File: config.mk
export PLATFORM = sky130hd
export DESIGN_NAME = imm_encoder
export DESIGN_NICKNAME = d
export VERILOG_FILES = /design/src/rtl/imm_pkg.sv /design/src/rtl/imm_rot_check.sv /design/src/rtl/imm_encoder.sv
export SDC_FILE = /design/constraint.sdc
export NUM_CORES = 1
export LEC_CHECK = 0
export CAP_MARGIN = 25
export CORE_MARGIN = 2
export CORE_UTILIZATION = 47
export CTS_CLUSTER_DIAMETER = 30
export DETAILED_ROUTE_END_ITERATION = 10
export PLACE_DENSITY_LB_ADDON = 0.2
export SYNTH_ARGS = -nofsm -noshare
export SYNTH_HDL_FRONTEND = slang
export SYNTH_HIERARCHICAL = 1
export SYNTH_SLANG_ARGS = --single-unit
File: constraint.sdc
create_clock -name clk -period 10.2 [get_ports clk]
set_clock_uncertainty 0.1 [all_clocks]
set_input_delay 2.55 -clock clk [delete_from_list [all_inputs] [get_ports clk]]
set_output_delay 2.55 -clock clk [all_outputs]
set_load 0.005 [all_outputs]
File: src/rtl/imm_pkg.sv
// imm_pkg: widths and state encoding shared by the immediate encoder
package imm_pkg;
  localparam int DATA_W = 32;
  localparam int IMM_W  = 12;
  localparam int ROT_W  = 4;
  typedef enum logic [1:0] {IDLE, CHECK, SEARCH, DONE} imm_enc_state_t;
endpackage

File: src/rtl/imm_rot_check.sv
// imm_rot_check: tests whether val rotated left by 2*rot leaves only the low byte set
module imm_rot_check
  import imm_pkg::*;
(
  input  logic [DATA_W-1:0] val,
  input  logic [ROT_W-1:0]  rot,
  output logic              fits,
  output logic [7:0]        imm8
);
  logic [2*DATA_W-1:0] dbl;
  logic [DATA_W-1:0]   t;
  // rotate left via a doubled word so a zero rotation needs no special case
  always_comb begin
    dbl  = {val, val} << {rot, 1'b0};
    t    = dbl[2*DATA_W-1:DATA_W];
    fits = ~|t[DATA_W-1:8];
    imm8 = t[7:0];
  end
endmodule

File: src/rtl/imm_encoder.sv
// imm_encoder: iterative search for a 12-bit zero-extend or rotate immediate encoding
module imm_encoder
  import imm_pkg::*;
(
  input  logic              clk,
  input  logic              rst_n,
  input  logic              in_valid,
  output logic              in_ready,
  input  logic [DATA_W-1:0] value,
  output logic              done,
  output logic              ok,
  output logic              form,
  output logic [IMM_W-1:0]  imm
);
  imm_enc_state_t    state, state_d;
  logic [DATA_W-1:0] val_q;
  logic [ROT_W-1:0]  rot_q;
  logic              fits;
  logic [7:0]        imm8;
  logic              res_en, ok_d, form_d;
  logic [IMM_W-1:0]  imm_d;
  imm_rot_check u_rot (
    .val  (val_q),
    .rot  (rot_q),
    .fits (fits),
    .imm8 (imm8)
  );
  assign in_ready = state == IDLE;
  assign done     = state == DONE;
  // next state and the result to latch when leaving CHECK or SEARCH for DONE
  always_comb begin
    state_d = state;
    res_en  = 1'b0;
    ok_d    = 1'b0;
    form_d  = 1'b0;
    imm_d   = '0;
    case (state)
      IDLE:   state_d = in_valid ? CHECK : IDLE;
      CHECK: begin
        res_en  = ~|val_q[DATA_W-1:IMM_W];
        ok_d    = res_en;
        imm_d   = res_en ? val_q[IMM_W-1:0] : '0;
        state_d = res_en ? DONE : SEARCH;
      end
      SEARCH: begin
        res_en  = fits | (&rot_q);
        ok_d    = fits;
        form_d  = fits;
        imm_d   = fits ? {rot_q, imm8} : '0;
        state_d = res_en ? DONE : SEARCH;
      end
      default: state_d = IDLE;
    endcase
  end
  // state register
  always_ff @(posedge clk) begin
    if (!rst_n) state <= IDLE;
    else state <= state_d;
  end
  // result registers hold until the next search completes
  always_ff @(posedge clk) begin
    if (!rst_n) begin
      ok   <= 1'b0;
      form <= 1'b0;
      imm  <= '0;
    end else if (res_en) begin
      ok   <= ok_d;
      form <= form_d;
      imm  <= imm_d;
    end
  end
  // input latch and rotation counter; rotation 0 is covered by CHECK so start at 1
  always_ff @(posedge clk) begin
    if (in_ready && in_valid) begin
      val_q <= value;
      rot_q <= ROT_W'(1);
    end else if (state == SEARCH) begin
      rot_q <= rot_q + 1'b1;
    end
  end
endmodule

Word level (Yosys, flattened, before mapping). Index checks and enable logic that the tools add are counted.

Bits of input ports: 35. Register bits after elaboration: 52. Output and inout port bits: 16. Word-level logic and storage cells: 29.

Reductions and logical operators: 7. $add $sub $neg: 1. Bitwise logic cells: 1. Multiplexer cells: 10. Equality and inequality tests: 3. Shift operators: 1.

Operators by type and width (number): $shl A64 B5 Y64 (1); $mux W12 (2); $pmux W12 S2 (1); $reduce_or A24 Y1 (1); $reduce_or A20 Y1 (1); $pmux W2 S3 (1); $add A4 B1 Y4 const B (1); $eq A2 B2 Y1 const B (2); $mux W1 (4); $pmux W1 S2 (2); $reduce_and A4 Y1 (1); $eq A2 B1 Y1 const B (1); $logic_not A1 Y1 (2); $logic_not A2 Y1 (1); $logic_and A1 B1 Y1 (1); $or A1 B1 Y1 (1).

Longest topological paths before layout. Gate-level depths: netlist (run 1).

Depth in word-level cells: 6. Depth in mapped cells: 13. Gate-level depth less buffers: 9.

Modules after synthesis. The synthesis (run 1) kept the hierarchy.

By module, submodules not included: imm_encoder (times used 1, area an instance 2145.8 um^2, cells each 156); imm_rot_check (times used 1, area an instance 1280.0 um^2, cells each 157).

Worst setup path after synthesis (run 1). Ideal clock, no wire load.

Kind: input to register. Start point: input in_valid. End point: register val_q[0] (enable). Path slack: 6.414 ns. Stages on the path: 2. Required time: 9.711 ns. Arrival time: 3.297 ns. Buffers on the path: 0. Path through: nand2_1 inv_1.

Cells in the longest elaborated chain, start to end: 1.

Ends and longest elaborated chain: start: declaration (RTL line imm_encoder.sv:7) `input logic in_valid,`; $logic_and A1 B1 Y1 (RTL line imm_encoder.sv:74) `if (in_ready && in_valid) begin`; end signal: assignment (RTL line imm_encoder.sv:75) `val_q <= value;`; end: declaration (RTL line imm_encoder.sv:16) `logic [DATA_W-1:0] val_q;`.

No other way between the ends. A chain may end at the register's enable or synchronous reset.

Worst setup path in the final report (run 1).
Start point: register rot_q[1]. End point: register imm[0].

Cells in the longest elaborated chain, start to end: 5. Elaborated cells on any way between the ends: 8. Classes of those cells: 1 x shift; 3 x mux; 1 x bitwise; 3 x reduce/logical.

Ends and longest elaborated chain: start: declaration (RTL line imm_encoder.sv:17) `logic [ROT_W-1:0] rot_q;`; start signal: assignment (RTL line imm_encoder.sv:78) `rot_q <= rot_q + 1'b1;`; $shl A64 B5 Y64 (RTL line imm_rot_check.sv:14) `dbl = {val, val} << {rot, 1'b0};`; $reduce_or A24 Y1 (RTL line imm_rot_check.sv:16) `fits = ~|t[DATA_W-1:8];`; $logic_not A1 Y1 (RTL line imm_rot_check.sv:16); named net fits (RTL line imm_encoder.sv:18) `logic fits;`; $or A1 B1 Y1 (RTL line imm_encoder.sv:46) `res_en = fits | (&rot_q);`; $pmux W1 S2 (RTL line imm_encoder.sv:37) `case (state)`; end signal: assignment (RTL line imm_encoder.sv:69) `imm <= imm_d;`; end: declaration (RTL line imm_encoder.sv:13) `output logic [IMM_W-1:0] imm`.

The timed path passes the listed nets, and every way through them passes these cells.

==> flow_summary.ini, run 1 <==
[cts]
cts-resized-gates = 0
clock-root-buffer = clkbuf_8
insertion_delay_ps = 300
tritoncts = done
clkTransAtPathRegs_ps = 100
hold_buffers = 0
htree_levels = 2
clock-sinks = 52
postCtsSetupBuffers = 0
cts_buffer_depth = 2
numCtsBuffers = 5

[setup_path]
setup.worst_path.class = register to register
crit_chain = buf_4 -> nor4bb_1 -> a211oi_1 -> o32a_1 -> o32a_1 -> nor4_2 -> nand2_1 -> a21oi_1 -> a41o_1 -> a221oi_1
crit_path_max_incr_delay_ps = 870
critPathMostFrequentCell = o32a_1
required_ps = 10260
crit_fanout = 40
r2r-start = rot_q[1]
arrival_ps = 5240
cpMaxStageDelayCell = a21oi_1
startpoint = rot_q[1]
crit_path_end_kind = register
start_kind = register

[place]
dp_hpwl_mm = 5.93
port_buffers = 50
place_congestion = 0.946

[grt]
grtUsageTotal_pct = 22.5
antenna_found_initial = 0
grt_pass1_wl_mm = 13.6
grt_pass1_vias = 2547
overflow = 0
grt_max_degree = 42

[finish]
nFillCells = 633
final_core_util_pct = 56.4
diodes = 0
areaGrowthSynthToFinish_pct = 17.6
drive_gt1_share_pct = 14.6
nets = 389

[die]
die_w_um = 89.4
fp-row-count = 31
start_util_pct = 48.0
core-area_um2 = 7140
die_area_um2 = 7990
die_h_um = 89.4
ios = 51

[sta]
max_slew.worst_pin.slew_ps = 1030
fin_tns_setup_ps = 0
maxSlewViolCount = 0
rsz0062_at_grt = no
setup_viol = 0
final-hold-violation-count = 0
fmax_mhz = 193
fin_crit_sh_pct = 50.8
post-route-min-period_ps = 5180
relSlewSlack_pct = 31.5

[drt]
drt-total-wl_mm = 8.39
first_iter_violations = 270
drtAntennaViolNets = 0
routedWlPerCell_um = 18.7
vias_per_cell = 6.31
met3RoutedLength_um = 630
firstDrtPassIters = 5
met1_length_mm = 3.82
vias = 2828
drcViolationCount = 0
top_layer = met4
met2WireLength_mm = 3.86

[synthesis]
synth_edf_count = 32
yosys.area.top_type = edfxtp_1
ys_seq_area_share_pct = 39.7
synth_warnings = 6
syn_area_per_cell_um2 = 10.9
netlist_top_cells_area = edfxtp_1 (28%), dfxtp_1 (12%), mux4_2 (11%)
synth.net_count = 354
async_reset_ff_share_pct = 0
synth_cell_types = 56
syn_inst = 313
synth_top_area_share_pct = 28.0
ys_seq_elements = 52
syn_area_um2 = 3430
synthFlopType = edfxtp_1

[hold_path]
min_path_type = register to register
min-delay-start = ok

[power]
p_leak_uw = 0.00129
ir_drop_mv = 0.0692
p_per_area_nw_per_um2 = 136

[status]
status = complete, no violations

[run]
cap_violations = 0
[sequential cells by signal, summed over array words and instances, names as in the netlist]
signal,cells
val_q,32
form,1
imm,12
ok,1
rot_q,4
state,2
[report_power, final]
part           switching, µW  internal [µW]
registers               26.5            240
logic                   82.7           78.2
clock network           71.0           48.2
[cell usage in the layout, fill, tap and decap left out, drive strengths merged, types with 3 or more instances in the layout]
| cell | instances |
|---|---|
| nor2 | 34 |
| mux4 | 16 |
| nor4 | 9 |
| clkdlybuf4s50 | 50 |
| nand3 | 3 |
| nand4 | 4 |
| nor2b | 3 |
| a21oi | 15 |
| mux2i | 18 |
| nor3 | 11 |
| dfxtp | 20 |
| edfxtp | 32 |
| inv | 9 |
| a211oi | 7 |
| ha | 6 |
| nand2 | 11 |
| clkbuf | 5 |
| a31oi | 4 |
| a221oi | 13 |
| and3 | 15 |
| mux2 | 7 |
| o21ai | 10 |
| buf | 4 |
| a41oi | 12 |
| xor2 | 3 |
[layer usage]
layer,vias to the layer above,GRT usage [%]
met3,10,3.42
met1,1364,35.1
met2,137,33.3
met5,-,0
met4,0,4.48
li1,1317,-
[logic make-up after synthesis]
logic type      count (synthesis)  share of synthesized area [%]
simple gates                  101                           16.1
xor+xnor                        4                           1.02
mux                            41                           18.3
flops                          52                           39.7
buf+inv                        34                           4.97
compound gates                 75                           17.7
fa+ha+maj                       6                           2.19
[cell usage after synthesis (9+ instances only)]
cell and count:
nand2_1 11, a221oi_2 10, nor3_1 10, and3_1 15, a41oi_1 12, nor2_1 34
dfxtp_1 20, a21oi_1 15, mux2i_1 18, edfxtp_1 32, buf_2 10, mux4_2 16
clkbuf_1 9
[per-stage QoR]
step           total power, µW  instances  cell area, µm²  hold slack (ps)  setup WS [ps]
2_1_floorplan              383        313            3430              392           6410
3_3_place_gp               428        440            3940              405           5260
3_5_place_dp               429        440            3940              402           5080
4_1_cts                    547        448            4030              417           5060
5_1_grt                    578        448            4030              439           4620
6_report                   546        448            4030              412           5020
[worst paths after layout]
check | slack (ps) | to | cells past startpoint
max reg2reg | 5020 | imm[0] | 10
max | 5020 | imm[0] | 10
min | 410 | ok | 2
min reg2reg | 410 | ok | 2
[worst max-delay path, delay by kind of cell (launching register included)]
family / cells / cell delay [ps]
AO/OA/AOI/OAI: 6 / 2450
AND/OR/NAND/NOR: 3 / 1390
flip-flops: 1 / 620
buffers and inverters: 1 / 470
[final cells by class]
cell class	instances	area (µm²)	area share, %
Clock buffer	5	68.8	1.71
Clock inverter	3	17.5	0.435
Inverter	8	30.0	0.746
Multi-Input combinational cell	227	1890	47.0
Sequential cell	52	1360	33.8
Tap cell	99	124	3.08
Timing Repair Buffer	54	531	13.2
Power figures use the tool's default switching activity.
==> run 2: changes to the inputs <==
Clock period 10.2 ns to 4.35 ns, I/O delays scaled along.
==> flow_summary.ini, run 2 (synthesis gave the netlist of run 1 again) <==
[cts]
clock-sinks = 52
insertion_delay_ps = 310
cts_buffer_depth = 2
htree_levels = 2
cts-resized-gates = 0
clock-root-buffer = clkbuf_8
postCtsSetupBuffers = 0
tritoncts = done
numCtsBuffers = 5
hold_buffers = 0
clkTransAtPathRegs_ps = 100

[hold_path]
min-delay-start = ok
min_path_type = register to register
worst_hold_path.endpoint = ok
min_path_cells = 2

[drt]
first_iter_violations = 301
top_layer = met4
drcViolationCount = 0
met2WireLength_mm = 4.14
vias = 2824
met1_length_mm = 3.84
drt-total-wl_mm = 8.73
vias_per_cell = 6.28
drtAntennaViolNets = 0
firstDrtPassIters = 5
routedWlPerCell_um = 19.4
met3RoutedLength_um = 521

[sta]
relSlewSlack_pct = 32.1
final-hold-violation-count = 0
max_slew.worst_pin.slew_ps = 1010
fin_tns_setup_ps = 0
setup_ws_ps = 496
setup_viol = 0
post-route-min-period_ps = 3850
fmax_mhz = 259
maxSlewViolCount = 0
fin_crit_sh_pct = 88.6
rsz0062_at_grt = no

[grt]
grt_pass1_vias = 2686
antenna_found_initial = 0
grt_max_degree = 49
overflow = 0
grtUsageTotal_pct = 23.5
grt_pass1_wl_mm = 14.0

[die]
core-area_um2 = 7140
fp-row-count = 31
ios = 51
die_h_um = 89.4
die_area_um2 = 7990
start_util_pct = 48.0
die_w_um = 89.4

[finish]
final_cell_mix = clkdlybuf4s50_1 (50), nor2_1 (34), edfxtp_1 (32)
nFillCells = 648
regArea_um2 = 1360
largest_reg_flops = 32
nets = 391
drive_gt1_share_pct = 15.4
reg.largest.list = val_q x32, imm x12, rot_q x4
areaGrowthSynthToFinish_pct = 19.4
multi_input_area_um2 = 1890
design_area_um2 = 4090
largest-register = val_q
mostFrequentLayoutCell = clkdlybuf4s50_1
diodes = 0

[setup_path]
crit_fanout = 48
setup.worst_path.class = register to register
start_kind = register
rrSetupSlack_ps = 500
required_ps = 4420
crit_path_end_kind = register
r2r-start = rot_q[1]
arrival_ps = 3920
reg2reg_to = imm[11]
reg2reg_depth = 9

[place]
preCtsSetupSlack_ps = 500
port_buffers = 50
dp_hpwl_mm = 6.17
placed_area_um2 = 3970
place_congestion = 0.983

[run]
cap_violations = 0

[status]
status = complete, no violations

[power]
ir_drop_mv = 0.289
p_leak_uw = 0.00132
p_per_area_nw_per_um2 = 332
[run 2: changes by cell type in the layout (fill, tap and decap cells not counted)]
cell	previous run	this run
inv_6	1	0
clkbuf_8	5	6
buf_12	0	1
clkinv_1	1	0
bufinv_16	0	1
clkinv_2	1	0
clkinv_4	0	1
buf_4	4	5
[run 2: per-layer routing]
| layer | up-vias | GRT usage (%) |
|---|---|---|
| met2 | 124 | 36.3 |
| met3 | 19 | 3.60 |
| met4 | 0 | 8.96 |
| met5 | - | 0 |
| met1 | 1359 | 33.4 |
| li1 | 1322 | - |
[run 2: worst max-delay path by stage]
stage	from	to	slack, ps	cells past startpoint
4_1_cts	rot_q[1]	imm[0]	490	9
3_3_place_gp	rot_q[1]	imm[0]	570	8
5_1_grt	rot_q[1]	imm[11]	150	9
2_1_floorplan	rot_q[2]	imm[1]	1090	11
6_report	rot_q[1]	imm[11]	500	9
3_5_place_dp	rot_q[1]	imm[0]	500	9
[run 2: area by class of cell]
| class | instances | share of cell area (%) |
|---|---|---|
| repair buffers | 56 | 13.6 |
| well taps | 99 | 3.03 |
| multi-input cells | 227 | 46.3 |
| clock buffers | 6 | 2.02 |
| inverters | 8 | 0.734 |
| flip-flops and latches | 52 | 33.3 |
| clock inverters | 2 | 0.948 |
[run 2: power by group]
| group | switching [µW] | total [µW] | internal (µW) |
|---|---|---|---|
| sequential | 95.2 | 657 | 562 |
| combinational | 163 | 349 | 186 |
| clock | 164 | 352 | 188 |
[run 2: worst max-delay path, stage by stage (launching register included)]
cell	delay (ps)
dfxtp_2	980
buf_4	340
mux4_2	320
o21bai_1	170
o32a_1	310
nor4_2	370
nand2_1	160
a21oi_1	270
a41o_1	500
a221oi_1	180
[run 2: through the flow]
step                hold WS (ps)  total power, µW  utilization [%]  cells
floorplan                    392              898                -    313
global placement             411             1010             55.6    442
detailed placement           401             1010             55.6    442
CTS                          415             1360             57.3    450
global route                 443             1430             57.3    450
finish                       415             1360             57.3    450
